### config.mk
export PLATFORM = sky130hd
export DESIGN_NAME = serial_adder_host
export DESIGN_NICKNAME = d
export VERILOG_FILES = /design/src/rtl/serial_adder_host.sv
export SDC_FILE = /design/constraint.sdc
export NUM_CORES = 1
export LEC_CHECK = 0
export ABC_CLOCK_PERIOD_IN_PS = 5700
export BUFFER_PORTS_ARGS = -buffer_cell sky130_fd_sc_hd__buf_2
export CELL_PAD_IN_SITES_DETAIL_PLACEMENT = 1
export CELL_PAD_IN_SITES_GLOBAL_PLACEMENT = 2
export CORE_ASPECT_RATIO = 0.9
export CORE_MARGIN = 2
export CORE_UTILIZATION = 38
export DETAILED_ROUTE_END_ITERATION = 7
export GPL_TIMING_DRIVEN = 1
export PLACE_DENSITY = 0.89
export REMOVE_ABC_BUFFERS = 1
export SYNTH_ARGS = -nofsm -noshare
export SYNTH_HDL_FRONTEND = slang
export SYNTH_SLANG_ARGS = --single-unit
### constraint.sdc
create_clock -name clk -period 5.7 [get_ports clk]
set_clock_uncertainty 0.2 [all_clocks]
set_input_delay 0 -clock clk [delete_from_list [all_inputs] [get_ports clk]]
set_output_delay 0 -clock clk [all_outputs]
set_load 0.02 [all_outputs]
### src/rtl/serial_adder_host.sv
// Word-level host for an LSB-first Mealy serial adder: accepts parallel operands,
// clears the adder carry, streams operand bits out and reassembles the sum.
module serial_adder_host #(
    parameter int WIDTH = 4
) (
    input  logic             clk,
    input  logic             rst_n,
    input  logic             in_valid,
    output logic             in_ready,
    input  logic [WIDTH-1:0] in_a,
    input  logic [WIDTH-1:0] in_b,
    output logic             sa_rst,
    output logic             a_bit,
    output logic             b_bit,
    input  logic             sum,
    output logic             out_valid,
    input  logic             out_ready,
    output logic [WIDTH-1:0] out_sum,
    output logic             out_carry
);

    localparam int CNT_W = (WIDTH > 1) ? $clog2(WIDTH) : 1;

    typedef enum logic [2:0] {
        IDLE,
        CLR,
        SHIFT,
        FIN,
        DONE
    } state_t;

    state_t           state;
    state_t           state_nxt;
    logic [CNT_W-1:0] count;
    logic [WIDTH-1:0] a_sh;
    logic [WIDTH-1:0] b_sh;
    logic [WIDTH-1:0] sum_sh;
    logic             accept;
    logic             last;

    assign accept = in_valid && (state == IDLE);
    assign last   = (count == CNT_W'(WIDTH - 1));

    always_ff @(posedge clk or negedge rst_n) begin
        if (!rst_n) begin
            state <= IDLE;
        end else begin
            state <= state_nxt;
        end
    end

    // sa_rst also follows rst_n directly so the adder is cleared while the host is held in reset
    always_comb begin
        state_nxt = state;
        in_ready  = 1'b0;
        sa_rst    = !rst_n;
        case (state)
            IDLE: begin
                in_ready = 1'b1;
                if (in_valid) state_nxt = CLR;
            end
            CLR: begin
                sa_rst    = 1'b1;
                state_nxt = SHIFT;
            end
            SHIFT: begin
                if (last) state_nxt = FIN;
            end
            FIN: begin
                state_nxt = DONE;
            end
            DONE: begin
                if (out_ready) state_nxt = IDLE;
            end
            default: begin
                state_nxt = IDLE;
            end
        endcase
    end

    // a_bit/b_bit are preloaded on the CLR edge so each SHIFT cycle presents its bit from a register
    always_ff @(posedge clk or negedge rst_n) begin
        if (!rst_n) begin
            count     <= '0;
            a_bit     <= 1'b0;
            b_bit     <= 1'b0;
            out_valid <= 1'b0;
            out_sum   <= '0;
            out_carry <= 1'b0;
        end else begin
            case (state)
                CLR: begin
                    count <= '0;
                    a_bit <= a_sh[0];
                    b_bit <= b_sh[0];
                end
                SHIFT: begin
                    count <= count + CNT_W'(1);
                    a_bit <= last ? 1'b0 : a_sh[0];
                    b_bit <= last ? 1'b0 : b_sh[0];
                end
                FIN: begin
                    out_sum   <= sum_sh;
                    out_carry <= sum;
                    out_valid <= 1'b1;
                end
                DONE: begin
                    if (out_ready) out_valid <= 1'b0;
                end
                default: begin
                end
            endcase
        end
    end

    always_ff @(posedge clk) begin
        if (accept) begin
            a_sh   <= in_a;
            b_sh   <= in_b;
            sum_sh <= '0;
        end else if (state == CLR || state == SHIFT) begin
            a_sh <= a_sh >> 1;
            b_sh <= b_sh >> 1;
        end
        if (state == SHIFT) begin
            sum_sh <= {sum, sum_sh[WIDTH-1:1]};
        end
    end

endmodule

### Word-level counts from Yosys, hierarchy flattened

Index checks and enable logic that the tools add are counted.

* register bits: 25
* bits in latches: 0
* memory bits (writable): 0
* memory bits (read-only): 0
* input port bits: 13
* output and inout port bits: 10
* logic and storage cells: 48
* memories kept: 0

* $add $sub $neg: 1
* multipliers: 0
* div/mod/pow operators: 0
* $lt $le $gt $ge: 0
* equal/unequal tests: 8
* shift operators: 0
* mux-type cells: 19
* bitwise operators: 0
* reduce and logical (&&, ||, !) cells: 10

Operators with widths (number)
* $mux 4: 6
* $pmux 3 s5: 1
* $mux 3: 3
* $reduce_bool 2->1: 4
* $eq 3x2->1 const B: 2
* $ne 2x2->1 const B: 3
* $pmux 1 s2: 3
* $mux 1: 5
* $pmux 2 s2: 1
* $eq 3x1->1 const B: 1
* $eq 3x3->1 const B: 1
* $logic_not 3->1: 1
* $reduce_and 3->1: 1
* $add 2x1->2 const B: 1
* $eq 2x2->1 const B: 1
* $reduce_and 2->1: 1
* $logic_and 1x1->1: 1
* $logic_not 1->1: 1
* $logic_or 1x1->1: 1

### Depth between registers and ports, before layout

* depth after elaboration: 4
* depth in mapped cells: 5
* mapped depth without buffers: 4

### Least setup slack after synthesis

Ideal clock, no wire load.

* path kind: register -> register
* from: reg state[1]
* to: reg a_sh[0], enable pin
* setup time: 0.370 ns
* data arrival time: 1.302 ns
* data required time: 5.130 ns
* setup slack: 3.827 ns
* cell stages (with the launch flop): 5
* period minus slack after synthesis: 1.873 ns
* cells stage by stage: dfrtp_1 -> buf_2 -> buf_4 -> a21o_1 -> nor2_1

* cells in the longest elaborated chain, start to end: 3
* elaborated cells on any way between the ends: 6
* classes of those cells: 2 x eq/ne; 4 x reduce/logical

Ends and longest elaborated chain
* from (decl): line 32 `state_t state;`
* from (signal assigned): line 48 `state <= state_nxt;`
* $eq 3x1->1 (tied with other cells): line 121 `end else if (state == CLR || state == SHIFT) begin`
* $logic_or 1x1->1 or $logic_and 1x1->1 (tied branches): line 121, 41
* $reduce_bool 2->1 (no line) *
* to (signal assigned): line 118 `a_sh <= in_a;`
* to (signal assigned): line 122 `a_sh <= a_sh >> 1;`
* to (decl): line 35 `logic [WIDTH-1:0] a_sh;`

Mark *: on every way between the ends. The rest lies on a longest branch, timed or not.
A chain may end at the register's enable or synchronous reset.

### Final worst setup path

* from: reg state[0]
* to: reg a_sh[0], data pin

* cells in the longest elaborated chain, start to end: 3

Ends and longest elaborated chain
* $logic_not 3->1: line 41 `assign accept = in_valid && (state == IDLE);`
* $logic_and 1x1->1: line 41
* $mux 4: line 117 `if (accept) begin`

Every way passes these cells.

==> results_tabular.tex <==
\begin{tabular}{lr}
\hline
Metric & Value \\
\hline
\multicolumn{2}{l}{\textbf{Status}} \\
Outcome & completed \\
\multicolumn{2}{l}{\textbf{Worst setup path}} \\
Ordered list of cells on the worst path & nor4b\_4 -> mux2\_2 \\
Nature of the critical path endpoint & flip-flop \\
Crit path buffers/inverters & 0 \\
Startpoint class of the critical path & flip-flop \\
Arrival time at the worst endpoint & slightly below 2000 ps \\
Maximum single-stage delay on the critical path & about 640 ps \\
Data required time at the worst endpoint & approximately 5600 ps \\
Cell with the biggest individual delay on the critical path & sky130\_fd\_sc\_hd\_\_dfrtp\_1 \\
Class of the most critical setup path & reg -> reg \\
Largest fanout on the critical path & 20 \\
Top cell family by delay on the critical path & flip-flops \\
\multicolumn{2}{l}{\textbf{Clock tree}} \\
Number of post-CTS setup repair buffers & 0 \\
Number of clock sinks & 25 \\
CTS root buffer & sky130\_fd\_sc\_hd\_\_clkbuf\_4 \\
Number of gates given a new drive strength after cts & 0 \\
Clock Pin Slew Worst Setup and Hold Paths & around 130 ps \\
TritonCTS clock tree & yes \\
Number of buffers added to fix hold violations after cts & 13 \\
CTS buffer count & 3 \\
H-Tree Level Count & 1 \\
Deepest clock path buffer count & 2 \\
Insertion delay to the later sink of the worst-skew pair & between 300 and 400 ps \\
\multicolumn{2}{l}{\textbf{Global routing}} \\
Number of global-route vias before repair & roughly 900 \\
Antenna violations before repair & 0 \\
Wire length of the first global-routing pass & about 4200 um \\
Largest net degree at the start of global routing & 22 \\
Overall global routing resource usage & between 10\% and 20\% \\
Total congestion overflow & 0 \\
\multicolumn{2}{l}{\textbf{Synth}} \\
\#FFs+latches synth & 25 \\
Synthesized netlist cell count & 91 \\
Ys async rst share & between 50\% and 60\% \\
Post-synth EDFFs & 12 \\
Mean Syn Cell Area & between 10 and 15 um\^{}2 \\
Post-synth top area share & roughly 31\% \\
Cell Area, Synth & 0.001159 mm\^{}2 \\
Post-synthesis cell type count & 25 \\
Prevailing post-synth register cell & sky130\_fd\_sc\_hd\_\_dfrtp\_1 \\
Leading area contributor after synthesis & sky130\_fd\_sc\_hd\_\_edfxtp\_1 \\
Synth area leaders & sky130\_fd\_sc\_hd\_\_edfxtp\_1 (31\%), sky130\_fd\_sc\_hd\_\_dfrtp\_1 (28\%), sky130\_fd\_sc\_hd\_\_mux2\_2 (12\%), sky130\_fd\_sc\_hd\_\_and2\_1 (3.2\%), sky130\_fd\_sc\_hd\_\_a21oi\_1 (2.2\%) \\
Proportion of synthesized chip area in sequential cells & between 50\% and 60\% \\
Count of warnings emitted by yosys & 0 \\
\multicolumn{2}{l}{\textbf{Route}} \\
Sum of routed wire length over all layers & 2604 um \\
Ratio of routed vias to standard cells & between 5 and 6 \\
DRC violations left & 0 \\
Routed Antenna Nets & 0 \\
DRT Pass-1 Iters & 4 \\
Iteration-0 DRC Markers & 33 \\
Routed vias & approximately 850 \\
Routed WL per cell & 15.78 um \\
\multicolumn{2}{l}{\textbf{Timing}} \\
Max Clock Freq & between 400 and 500 MHz \\
Max Transition Viols Final & 0 \\
Sum of negative setup slack & 0 ps \\
Number of setup violations in the final report & 0 \\
Final critical-path share of the clock period & $\sim$36\% \\
Transition time at the pin with the least slew margin & around 680 ps \\
Minimum hold slack & 282.7 ps \\
Final critical path time including I/O delays and setup & around 2100 ps \\
Count of endpoints failing hold in the final timing report & 0 \\
Setup repair after global routing missed its margin & no \\
Worst slew margin & between 50 and 60\% \\
\multicolumn{2}{l}{\textbf{Flow run}} \\
Max-Cap Viols & 0 \\
\multicolumn{2}{l}{\textbf{Cells and area}} \\
Count of fill cells added during filler insertion & 307 \\
Share of layout cells above drive strength 1 & a little under a third \\
Area growth from synthesis to final layout & 25.05\% \\
Number of antenna repair diodes & 0 \\
Post-layout net count & 140 \\
\multicolumn{2}{l}{\textbf{Die}} \\
IO Pins & 23 \\
Full die area & 0.003507 mm\^{}2 \\
Placement row count & 18 \\
Core Box Area & 0.002815 mm\^{}2 \\
Die X-Extent & approximately 62 um \\
Die Span Y & $\sim$56 um \\
Initial core utilization & about two fifths \\
\multicolumn{2}{l}{\textbf{Power and ir drop}} \\
Peak supply drop & between 0.0002 and 0.0003 V \\
Post-layout power & approximately 0.78 mW \\
Power per unit of standard cell area & roughly 540 mW/mm\^{}2 \\
Static leakage & 0.6164 nW \\
\multicolumn{2}{l}{\textbf{Worst hold path}} \\
Class of the tightest hold or removal check & in -> reg \\
\multicolumn{2}{l}{\textbf{Placement}} \\
Count of buffers from port buffering & 22 \\
Detail Placement HPWL & 1580 um \\
Global placer's final weighted congestion & a little over 0.7 \\
\hline
\end{tabular}
==> worst reg2reg max path: stages (launching register included) <==
cell                      delay, ps
sky130_fd_sc_hd__dfrtp_1        640
sky130_fd_sc_hd__nor4b_4        600
sky130_fd_sc_hd__mux2_2         400
==> synthesized netlist by cell type, types with 2 or more instances <==
| cell | number |
|---|---|
| sky130_fd_sc_hd__nor2_1 | 5 |
| sky130_fd_sc_hd__dfrtp_1 | 13 |
| sky130_fd_sc_hd__o21ai_0 | 3 |
| sky130_fd_sc_hd__buf_2 | 3 |
| sky130_fd_sc_hd__a21oi_1 | 5 |
| sky130_fd_sc_hd__and2_1 | 6 |
| sky130_fd_sc_hd__edfxtp_1 | 12 |
| sky130_fd_sc_hd__nor4bb_1 | 2 |
| sky130_fd_sc_hd__nor2b_1 | 3 |
| sky130_fd_sc_hd__nand2b_1 | 3 |
| sky130_fd_sc_hd__mux2_2 | 12 |
| sky130_fd_sc_hd__a31oi_1 | 2 |
| sky130_fd_sc_hd__nand2_1 | 6 |
| sky130_fd_sc_hd__o211ai_1 | 2 |
| sky130_fd_sc_hd__nor3_1 | 4 |
==> registers in the layout (all words and copies together), names as in the netlist <==
| signal | count |
|---|---|
| a_sh | 4 |
| b_sh | 4 |
| out_sum | 4 |
| sum_sh | 4 |
| state | 3 |
| count | 2 |
| a_bit | 1 |
| b_bit | 1 |
| out_carry | 1 |
| out_valid | 1 |
==> final timing paths <==
kind	slack, ps	startpoint	endpoint	cells past startpoint
worst max register to register	3630	state[0]	a_sh[0]	2
worst max-delay path	3630	state[0]	a_sh[0]	2
worst min-delay path	280	sum	out_carry	3
worst min register to register	320	out_sum[2]	out_sum[2]	1
min in group asynchronous	550	rst_n	a_bit	3
max in group asynchronous	4340	rst_n	count[0]	3
==> through the flow <==
stage                     utilization [%]  instances  worst slack, ps  cell area (um^2)
after floorplan                         -         86             3856              1132
after global placement              45.91        148             3701              1292
after detailed placement            45.91        148             3643              1292
after CTS                           51.47        165             3636              1449
after global routing                51.47        165             3533              1449
final                               51.47        165             3630              1449
==> area by class of cell <==
cell class | instances | area [um^2] | share of cell area, %
clock buffers | 4 | 26.28 | 1.813
multi-input cells | 61 | 446.7 | 30.83
flip-flops and latches | 25 | 685.7 | 47.32
well taps | 40 | 50.05 | 3.454
repair buffers | 35 | 240.2 | 16.58
==> cell families after synthesis <==
logic type	count (synthesis)	synth area share, %
buffers and inverters	5	2.267
adders and majority gates	1	1.080
AOI/OAI and AO/OA	13	6.478
and+or+nand+nor	34	18.47
muxes	13	12.53
DFF	25	59.18
==> report_power, final <==
part / switching (mW) / internal (mW) / leakage (nW) / total (mW)
clock: 0.0519 / 0.0274 / 0.0150 / 0.0793
combinational: 0.164 / 0.148 / 0.314 / 0.312
sequential: 0.0905 / 0.301 / 0.287 / 0.392
==> layout by cell type, fill, tap and decap left out, types with 3 or more instances in the layout <==
cell	count
sky130_fd_sc_hd__edfxtp_1	12
sky130_fd_sc_hd__clkbuf_4	3
sky130_fd_sc_hd__nand2_1	6
sky130_fd_sc_hd__a21oi_1	5
sky130_fd_sc_hd__dfrtp_1	13
sky130_fd_sc_hd__nor3_1	4
sky130_fd_sc_hd__mux2_2	12
sky130_fd_sc_hd__buf_2	22
sky130_fd_sc_hd__nor2b_1	3
sky130_fd_sc_hd__o21ai_0	3
sky130_fd_sc_hd__nor2_1	5
sky130_fd_sc_hd__and2_1	6
sky130_fd_sc_hd__nand2b_1	3
sky130_fd_sc_hd__dlygate4sd3_1	13
==> metal layers <==
layer	vias to the layer above	share of wire (%)	global-route usage [%]	wire length (um)
met3	9	2.7	3.607	70
met5	-	0	0	0
li1	398	-	-	-
met2	17	51	27.48	1339
met4	0	3.3	9.524	87
met1	427	43	17.91	1107
Power figures use the tool's default switching activity.
